<file path="src/rtl/dpll_pkg.sv">
// Shared definitions for the dpll_prog all-digital PLL: default parameter
// values, configuration minimums, the ID-counter action encoding and small
// arithmetic helpers.
package dpll_pkg;

    localparam int unsigned DEF_K_W      = 8;
    localparam int unsigned DEF_N_W      = 9;
    localparam int unsigned DEF_ID_W     = 3;
    localparam int unsigned DEF_K_DEF    = 4;
    localparam int unsigned DEF_N_DEF    = 16;
    localparam int unsigned DEF_LOCK_W   = 9;
    localparam int unsigned DEF_LOCK_TOL = 4;
    localparam int unsigned DEF_LOCK_CNT = 4;

    localparam int unsigned K_MIN = 2;
    localparam int unsigned N_MIN = 2;

    // What the ID counter does this cycle.
    typedef enum logic [1:0] {
        ID_STEP = 2'd0,   // nominal +1
        ID_SKIP = 2'd1,   // +2, applies a pending increment
        ID_HOLD = 2'd2    // +0, applies a pending decrement
    } id_act_e;

    function automatic int unsigned clamp_min(input int unsigned v, input int unsigned lo);
        return (v < lo) ? lo : v;
    endfunction

    function automatic int unsigned abs_diff(input int unsigned a, input int unsigned b);
        return (a > b) ? (a - b) : (b - a);
    endfunction

endpackage

</file>
<file path="src/rtl/dpll_lock_det.sv">
// Lock detector: measures consecutive dpout high/low run lengths with
// saturating counters and qualifies lock after LOCK_CNT consecutive edges
// whose last high and low runs differ by at most LOCK_TOL cycles.
module dpll_lock_det
    import dpll_pkg::*;
#(
    parameter int unsigned LOCK_W   = DEF_LOCK_W,
    parameter int unsigned LOCK_TOL = DEF_LOCK_TOL,
    parameter int unsigned LOCK_CNT = DEF_LOCK_CNT
) (
    input  logic clk,
    input  logic reset,
    input  logic dpout,
    input  logic clr,
    output logic syn
);

    localparam int unsigned GW = $clog2(LOCK_CNT + 1);
    localparam logic [LOCK_W-1:0] SAT = '1;

    logic [LOCK_W-1:0] hi_cnt;
    logic [LOCK_W-1:0] lo_cnt;
    logic [GW-1:0]     good_cnt;
    logic              dp_q;
    logic              dp_edge;
    logic              cmp_good;
    logic              saturated;

    // Edge detect and tolerance comparison on the current run lengths.
    always_comb begin
        dp_edge   = dpout ^ dp_q;
        cmp_good  = abs_diff(32'(hi_cnt), 32'(lo_cnt)) <= LOCK_TOL;
        saturated = (hi_cnt == SAT) || (lo_cnt == SAT);
    end

    // Run-length counters restart at 1 on the edge that begins a new run.
    always_ff @(posedge clk or negedge reset) begin
        if (!reset) begin
            dp_q   <= 1'b0;
            hi_cnt <= '0;
            lo_cnt <= '0;
        end else begin
            dp_q <= dpout;
            if (dp_edge) begin
                if (dpout) hi_cnt <= LOCK_W'(1);
                else       lo_cnt <= LOCK_W'(1);
            end else if (dpout) begin
                if (hi_cnt != SAT) hi_cnt <= hi_cnt + LOCK_W'(1);
            end else begin
                if (lo_cnt != SAT) lo_cnt <= lo_cnt + LOCK_W'(1);
            end
        end
    end

    // Qualification counter, saturating at LOCK_CNT.
    always_ff @(posedge clk or negedge reset) begin
        if (!reset) begin
            good_cnt <= '0;
        end else if (clr || saturated || (dp_edge && !cmp_good)) begin
            good_cnt <= '0;
        end else if (dp_edge && (good_cnt != GW'(LOCK_CNT))) begin
            good_cnt <= good_cnt + GW'(1);
        end
    end

    assign syn = (good_cnt == GW'(LOCK_CNT));

endmodule

</file>
<file path="src/rtl/dpll_prog.sv">
// dpll_prog: all-digital PLL (XOR phase detector, K up/down counter,
// ID counter, divide-by-N on a clock enable) with runtime K/N, an input
// synchroniser and a lock detector.
// Optional macro DPLL_LOCK_HOLD_EN: ignore carry/borrow while syn=1.
module dpll_prog
    import dpll_pkg::*;
#(
    parameter int unsigned K_W      = DEF_K_W,
    parameter int unsigned N_W      = DEF_N_W,
    parameter int unsigned ID_W     = DEF_ID_W,
    parameter int unsigned K_DEF    = DEF_K_DEF,
    parameter int unsigned N_DEF    = DEF_N_DEF,
    parameter int unsigned LOCK_W   = DEF_LOCK_W,
    parameter int unsigned LOCK_TOL = DEF_LOCK_TOL,
    parameter int unsigned LOCK_CNT = DEF_LOCK_CNT
) (
    input  logic           clk,
    input  logic           reset,
    input  logic           signal_in,
    input  logic [K_W-1:0] k_cfg,
    input  logic [N_W-1:0] n_cfg,
    input  logic           cfg_load,
    output logic           signal_out,
    output logic           syn,
    output logic           dpout
);

    logic            sin_m, sin_s;
    logic [K_W-1:0]  k_act, cnt_k;
    logic            carry, borrow, carry_eff, borrow_eff;
    logic            inc_pend, dec_pend, inc_nxt, dec_nxt;
    logic [ID_W-1:0] id_cnt, id_nxt;
    logic            msb_q, en;
    logic [N_W-1:0]  n_act, n_stg, cnt_n, n_half;
    logic            n_pend;
    id_act_e         id_act;

    // Input synchroniser and registered XOR phase detector.
    always_ff @(posedge clk or negedge reset) begin
        if (!reset) begin
            sin_m <= 1'b0;
            sin_s <= 1'b0;
            dpout <= 1'b0;
        end else begin
            sin_m <= signal_in;
            sin_s <= sin_m;
            dpout <= sin_s ^ signal_out;
        end
    end

    // K modulus counter; a load installs the new K and restarts the count.
    always_ff @(posedge clk or negedge reset) begin
        if (!reset) begin
            k_act  <= K_W'(K_DEF);
            cnt_k  <= '0;
            carry  <= 1'b0;
            borrow <= 1'b0;
        end else if (cfg_load) begin
            k_act  <= K_W'(clamp_min(32'(k_cfg), K_MIN));
            cnt_k  <= '0;
            carry  <= 1'b0;
            borrow <= 1'b0;
        end else if (dpout) begin
            borrow <= 1'b0;
            carry  <= (cnt_k == k_act - K_W'(1));
            cnt_k  <= (cnt_k == k_act - K_W'(1)) ? '0 : cnt_k + K_W'(1);
        end else begin
            carry  <= 1'b0;
            borrow <= (cnt_k == '0);
            cnt_k  <= (cnt_k == '0) ? k_act - K_W'(1) : cnt_k - K_W'(1);
        end
    end

    // ID action selection and next pending flags; simultaneous pending
    // increment and decrement cancel each other.
    always_comb begin
        carry_eff  = carry;
        borrow_eff = borrow;
`ifdef DPLL_LOCK_HOLD_EN
        if (syn) begin
            carry_eff  = 1'b0;
            borrow_eff = 1'b0;
        end
`endif
        id_act = ID_STEP;
        if (inc_pend)      id_act = ID_SKIP;
        else if (dec_pend) id_act = ID_HOLD;
        case (id_act)
            ID_SKIP: id_nxt = id_cnt + ID_W'(2);
            ID_HOLD: id_nxt = id_cnt;
            default: id_nxt = id_cnt + ID_W'(1);
        endcase
        inc_nxt = carry_eff  | (inc_pend & (id_act != ID_SKIP));
        dec_nxt = borrow_eff | (dec_pend & (id_act != ID_HOLD));
        if (inc_nxt && dec_nxt) begin
            inc_nxt = 1'b0;
            dec_nxt = 1'b0;
        end
        n_half = (n_act - N_W'(1)) >> 1;
    end

    // ID counter, pending flags and enable pulse on the MSB rising edge.
    always_ff @(posedge clk or negedge reset) begin
        if (!reset) begin
            id_cnt   <= '0;
            inc_pend <= 1'b0;
            dec_pend <= 1'b0;
            msb_q    <= 1'b0;
            en       <= 1'b0;
        end else begin
            id_cnt   <= id_nxt;
            inc_pend <= inc_nxt;
            dec_pend <= dec_nxt;
            msb_q    <= id_cnt[ID_W-1];
            en       <= id_cnt[ID_W-1] & ~msb_q;
        end
    end

    // Divide-by-N; a staged N is only installed at the wrap so no runt
    // period appears. A load in the wrap cycle stays pending for the next.
    always_ff @(posedge clk or negedge reset) begin
        if (!reset) begin
            cnt_n      <= '0;
            signal_out <= 1'b0;
            n_act      <= N_W'(N_DEF);
            n_stg      <= N_W'(N_DEF);
            n_pend     <= 1'b0;
        end else begin
            if (en) begin
                if (cnt_n == n_act - N_W'(1)) begin
                    cnt_n      <= '0;
                    signal_out <= 1'b0;
                    if (n_pend) begin
                        n_act  <= n_stg;
                        n_pend <= 1'b0;
                    end
                end else begin
                    cnt_n <= cnt_n + N_W'(1);
                    if (cnt_n == n_half) signal_out <= 1'b1;
                end
            end
            if (cfg_load) begin
                n_stg  <= N_W'(clamp_min(32'(n_cfg), N_MIN));
                n_pend <= 1'b1;
            end
        end
    end

    dpll_lock_det #(
        .LOCK_W   (LOCK_W),
        .LOCK_TOL (LOCK_TOL),
        .LOCK_CNT (LOCK_CNT)
    ) u_lock_det (
        .clk   (clk),
        .reset (reset),
        .dpout (dpout),
        .clr   (cfg_load),
        .syn   (syn)
    );

endmodule
</file>
<file path="config.mk">
export PLATFORM = sky130hd
export DESIGN_NAME = dpll_prog
export DESIGN_NICKNAME = d
export VERILOG_FILES = /design/src/rtl/dpll_pkg.sv /design/src/rtl/dpll_lock_det.sv /design/src/rtl/dpll_prog.sv
export SDC_FILE = /design/constraint.sdc
export NUM_CORES = 1
export LEC_CHECK = 0
export BUFFER_PORTS_ARGS = -buffer_cell sky130_fd_sc_hd__buf_2
export CAP_MARGIN = 25
export CORE_ASPECT_RATIO = 1.75
export CORE_UTILIZATION = 45
export CTS_BUF_LIST = sky130_fd_sc_hd__clkbuf_2 sky130_fd_sc_hd__clkbuf_4 sky130_fd_sc_hd__clkbuf_8
export DETAILED_ROUTE_END_ITERATION = 7
export GPL_TIMING_DRIVEN = 0
export PLACE_DENSITY = 0.6
export RECOVER_POWER = 50
export SLEW_MARGIN = 10
export SYNTH_ARGS = -nofsm -noshare
export SYNTH_HDL_FRONTEND = slang
export SYNTH_SLANG_ARGS = --single-unit
</file>
<file path="constraint.sdc">
create_clock -name clk -period 3.6 [get_ports clk]
set_input_delay 0.36 -clock clk [delete_from_list [all_inputs] [get_ports clk]]
set_output_delay 0.36 -clock clk [all_outputs]
set_load 0.02 [all_outputs]
</file>
==> impl_summary.md <==
Global routing
The pin count of the biggest net entering global routing is 54. For this run, global-route usage on met1 was measured as 22.1%. The layer flagged by global routing as most heavily used is met2. For this run, the total global-route usage over all layers was measured as 20.7%. For met3 alone, demand over resource in global routing was 4.00%. The final global-route overflow total is 0. The number of antenna violations at the first check in global routing is 0. The first-pass GRT wire length is 20,700 um. The number of global-route vias before repair is 4,356. The met2 track demand over resource in global routing is 39.4%.

Layout
The core utilization of the finished layout is 50.3%. The diode insertion count for antenna repair is 0. The non-filler instance count after layout is 755. The post-synthesis to final-layout area growth is 9.21%. The library cell used most frequently in the layout, excluding fill and tap cells, is sky130_fd_sc_hd__dfrtp_1. The share of layout cells above drive strength 1 is 14.2%.

The number of nets in the layout is 665. In the layout the commonest cells are 76 x sky130_fd_sc_hd__dfrtp_1, 42 x sky130_fd_sc_hd__inv_1, 39 x sky130_fd_sc_hd__nor2_1.

Clock tree
After clock tree synthesis, the clock-pin slew on the worst setup and hold paths is 0.09 ns. The longest clock path from root to sink contains 2 buffers. In this run, post-CTS repair resized a total of 0 instances.

Buffers inserted to repair hold after CTS numbered 1. The clock tree synthesis step divided the H-tree into 3 levels. After clock tree synthesis, the setup repair step added 0 buffers. TritonCTS built the clock tree.

For this design, the sink count on the clock tree is 79. The master cell of the clock root buffer is sky130_fd_sc_hd__clkbuf_8. For the worst-skew pair, the clock arrives at the later sink with an insertion delay of 0.37 ns. The CTS buffer count is 9.

Critical path
At the worst endpoint, the required time is 3.87 ns. The kind of critical path is reg -> reg. The worst setup path is launched from a flop.

STA classifies the critical path endpoint as a flop. The launching point of the worst reg2reg path is u_lock_det.lo_cnt[0]. The worst-case register-to-register setup slack is 0.56 ns. Measured in cells, the most critical reg-to-reg path has a length of 9. In this run the critical register-to-register path is captured at u_lock_det.good_cnt[2]. The data arrival time of the worst path is 3.31 ns. The biggest fanout along the worst timing path is 7.

Die
The overall die area is 12,700 um^2. The die span in y is 148 um. The I/O pin count is 24. The core region is 11,900 um^2.

For this configuration, the core starts out at a cell density of 46.1%. The floorplan die width is 85.6 um. Row generation in the floorplan step produced 53 rows.

Placement
The count of port buffers added during placement is 22. The estimated wirelength of the detail-placed design is 9760 um. The congestion estimate from routability-driven global placement came to 0.860. In this run, placement finished with an instance count of 738.

Yosys
The area fraction of the dominant cell type after synthesis is 34.6%. The cell type with the largest total area after synthesis is sky130_fd_sc_hd__dfrtp_1. Of all flip-flops after synthesis, the portion carrying an async set or reset was 100%. The number of instances in the synthesized netlist is 578.

The cell area that synthesis handed to floorplanning was 5500 um^2. The count of flip-flops with a built-in enable after synthesis is 0. Sorting the synthesized cells by area gives the leading types as sky130_fd_sc_hd__dfrtp_1 35%, sky130_fd_sc_hd__ha_1 7.1%, sky130_fd_sc_hd__mux2_2 4.7%.

When the netlist entered floorplanning its net count stood at 630. For this run, the register share of the synthesized area comes to 36.0%. Yosys mapped the design onto 67 distinct sky130hd cell types. The average cell area after synthesis is 9.52 um^2.

The flip-flop and latch count after synthesis is 79. The Yosys step of the flow raised 0 warnings. The predominant post-synthesis flop cell is sky130_fd_sc_hd__dfrtp_1.

Timing
The slew of the pin with the lowest slew margin is 1.72 ns. The clock skew is 0.0141 ns. The worst hold slack after final layout is 0.0984 ns.

The total negative slack is 0 ns. The worst max-slew margin expressed relative to the limit is -14.9%. Dividing the final minimum period by the clock period gives 84.4%. The number of hold-slack violations in the final timing report came to 0. The achievable clock frequency is 0.329 GHz.

The routed design could run at a clock period as short as 3.04 ns. Setup repair after global routing left no endpoint under its margin. The max-slew violation count is 27. Setup violations remaining at the end of the flow were counted as 0.

Detailed routing
The first-pass iteration count of the detailed router is 4. The total detailed-routing wirelength is 12,500 um. The average wire per standard cell is 16.6 um. The detailed router placed 4,270 vias in this run. The initial detailed-routing violation count is 205. The average via count per standard cell is 5.66. The DRC violation count after routing is 0.

The detail route stage leaves a number of antenna-violating nets equal to 0.

Outcome
The checks that failed: capacitance limit, slew limit. The run finished, with violations left.

Power
The worst voltage drop across the vdd grid is 426 uV. The analysis attributes to cell leakage a power of 2.63 nW. The power per cell area is 529 nW/um^2.

Worst hold path
The launch point of the worst hold path is signal_in. The worst hold path terminates at sin_m. The worst hold path stage count is 1. The tightest min-delay check is of the in -> reg type.

Flow run
The number of max-cap violations is 1.
[where the power goes]
group	switching, W	internal [W]	total (W)
combinational	0.000770	0.000611	0.00138
sequential	0.000138	0.00103	0.00116
clock	0.000354	0.000277	0.000632
[cell usage after synthesis (4+ instances only)]
library cell               number
sky130_fd_sc_hd__nand4_1       10
sky130_fd_sc_hd__nand3_1       20
sky130_fd_sc_hd__o22ai_1       15
sky130_fd_sc_hd__o31ai_1        7
sky130_fd_sc_hd__nor3b_1        5
sky130_fd_sc_hd__dfrtp_1       76
sky130_fd_sc_hd__o211ai_1       8
sky130_fd_sc_hd__inv_1         42
sky130_fd_sc_hd__ha_1          31
sky130_fd_sc_hd__xnor3_1        7
sky130_fd_sc_hd__o21a_1         6
sky130_fd_sc_hd__mux2i_1        7
sky130_fd_sc_hd__xnor2_1       26
sky130_fd_sc_hd__nand2b_1       9
sky130_fd_sc_hd__xor2_1        22
sky130_fd_sc_hd__nor2_1        39
sky130_fd_sc_hd__a21oi_1       28
sky130_fd_sc_hd__or2_2          4
sky130_fd_sc_hd__a211oi_1       6
sky130_fd_sc_hd__nor3_1        14
sky130_fd_sc_hd__nand2_1       32
sky130_fd_sc_hd__and3_1         5
sky130_fd_sc_hd__o21ai_0       23
sky130_fd_sc_hd__a31oi_1        4
sky130_fd_sc_hd__clkbuf_1      19
sky130_fd_sc_hd__nor2b_1       10
sky130_fd_sc_hd__nand3b_1       6
sky130_fd_sc_hd__nor4_1         4
sky130_fd_sc_hd__mux2_2        23
[stage by stage]
step	area [um^2]	total power, W	setup WS (ns)
after floorplan	5500	0.00223	1.11
after global placement	5780	0.00250	0.638
after detailed placement	5810	0.00256	0.610
after CTS	6010	0.00321	0.577
after global routing	6010	0.00342	0.357
final	6010	0.00318	0.563
[final cells by class]
class	count	area [um^2]
fill	1139	5930
multi-input combinational	426	3190
sequential	79	1980
buffer	31	171
tap	137	171
inverter	42	158
timing repair buffer	24	146
clock buffer	10	138
clock inverter	6	51.3
[worst max path at each step]
stage	start	end	slack [ns]
floorplan	u_lock_det.lo_cnt[2]	u_lock_det.good_cnt[0]	1.11
global placement	u_lock_det.lo_cnt[0]	u_lock_det.good_cnt[2]	0.64
detailed placement	u_lock_det.lo_cnt[0]	u_lock_det.good_cnt[2]	0.61
CTS	u_lock_det.lo_cnt[0]	u_lock_det.good_cnt[2]	0.58
global route	u_lock_det.lo_cnt[0]	u_lock_det.good_cnt[2]	0.36
finish	u_lock_det.lo_cnt[0]	u_lock_det.good_cnt[2]	0.56
[routing by layer]
metal	part of all wire [%]	routed length, um
met5	0	0
met4	2.6	323
met3	2.0	250
met2	55	6920
met1	40	5030
[sequential cells by signal, summed over array words and instances (netlist names)]
name / count
u_lock_det.dp_q: 1
dpout: 1
cnt_n: 9
msb_q: 1
u_lock_det.good_cnt: 3
id_cnt: 3
u_lock_det.lo_cnt: 9
n_pend: 1
k_act: 8
signal_out: 1
cnt_k: 8
inc_pend: 1
n_stg: 9
sin_m: 1
borrow: 1
carry: 1
en: 1
dec_pend: 1
n_act: 9
u_lock_det.hi_cnt: 9
sin_s: 1
[critical path, cell delays in order (launching register included)]
cell,delay (ns)
sky130_fd_sc_hd__dfrtp_1,0.45
sky130_fd_sc_hd__ha_1,0.24
sky130_fd_sc_hd__and3_1,0.17
sky130_fd_sc_hd__and3_1,0.17
sky130_fd_sc_hd__ha_1,0.27
sky130_fd_sc_hd__nor3_1,0.66
sky130_fd_sc_hd__o211ai_1,0.21
sky130_fd_sc_hd__a221oi_1,0.31
sky130_fd_sc_hd__o2111ai_1,0.22
sky130_fd_sc_hd__o211ai_1,0.23
[kinds of logic (layout without fill, tap and decap cells)]
group / count (synthesis) / after routing / synth area share (%)
flip-flops: 79 / 79 / 36.0
buffers and inverters: 73 / 113 / 5.98
adder cells (fa/ha/maj): 31 / 31 / 7.05
multiplexers: 30 / 30 / 5.98
AO/OA/AOI/OAI: 123 / 123 / 14.7
AND/OR/NAND/NOR: 184 / 184 / 18.5
XOR/XNOR: 58 / 58 / 11.8
(Power assumes the default switching activity.)
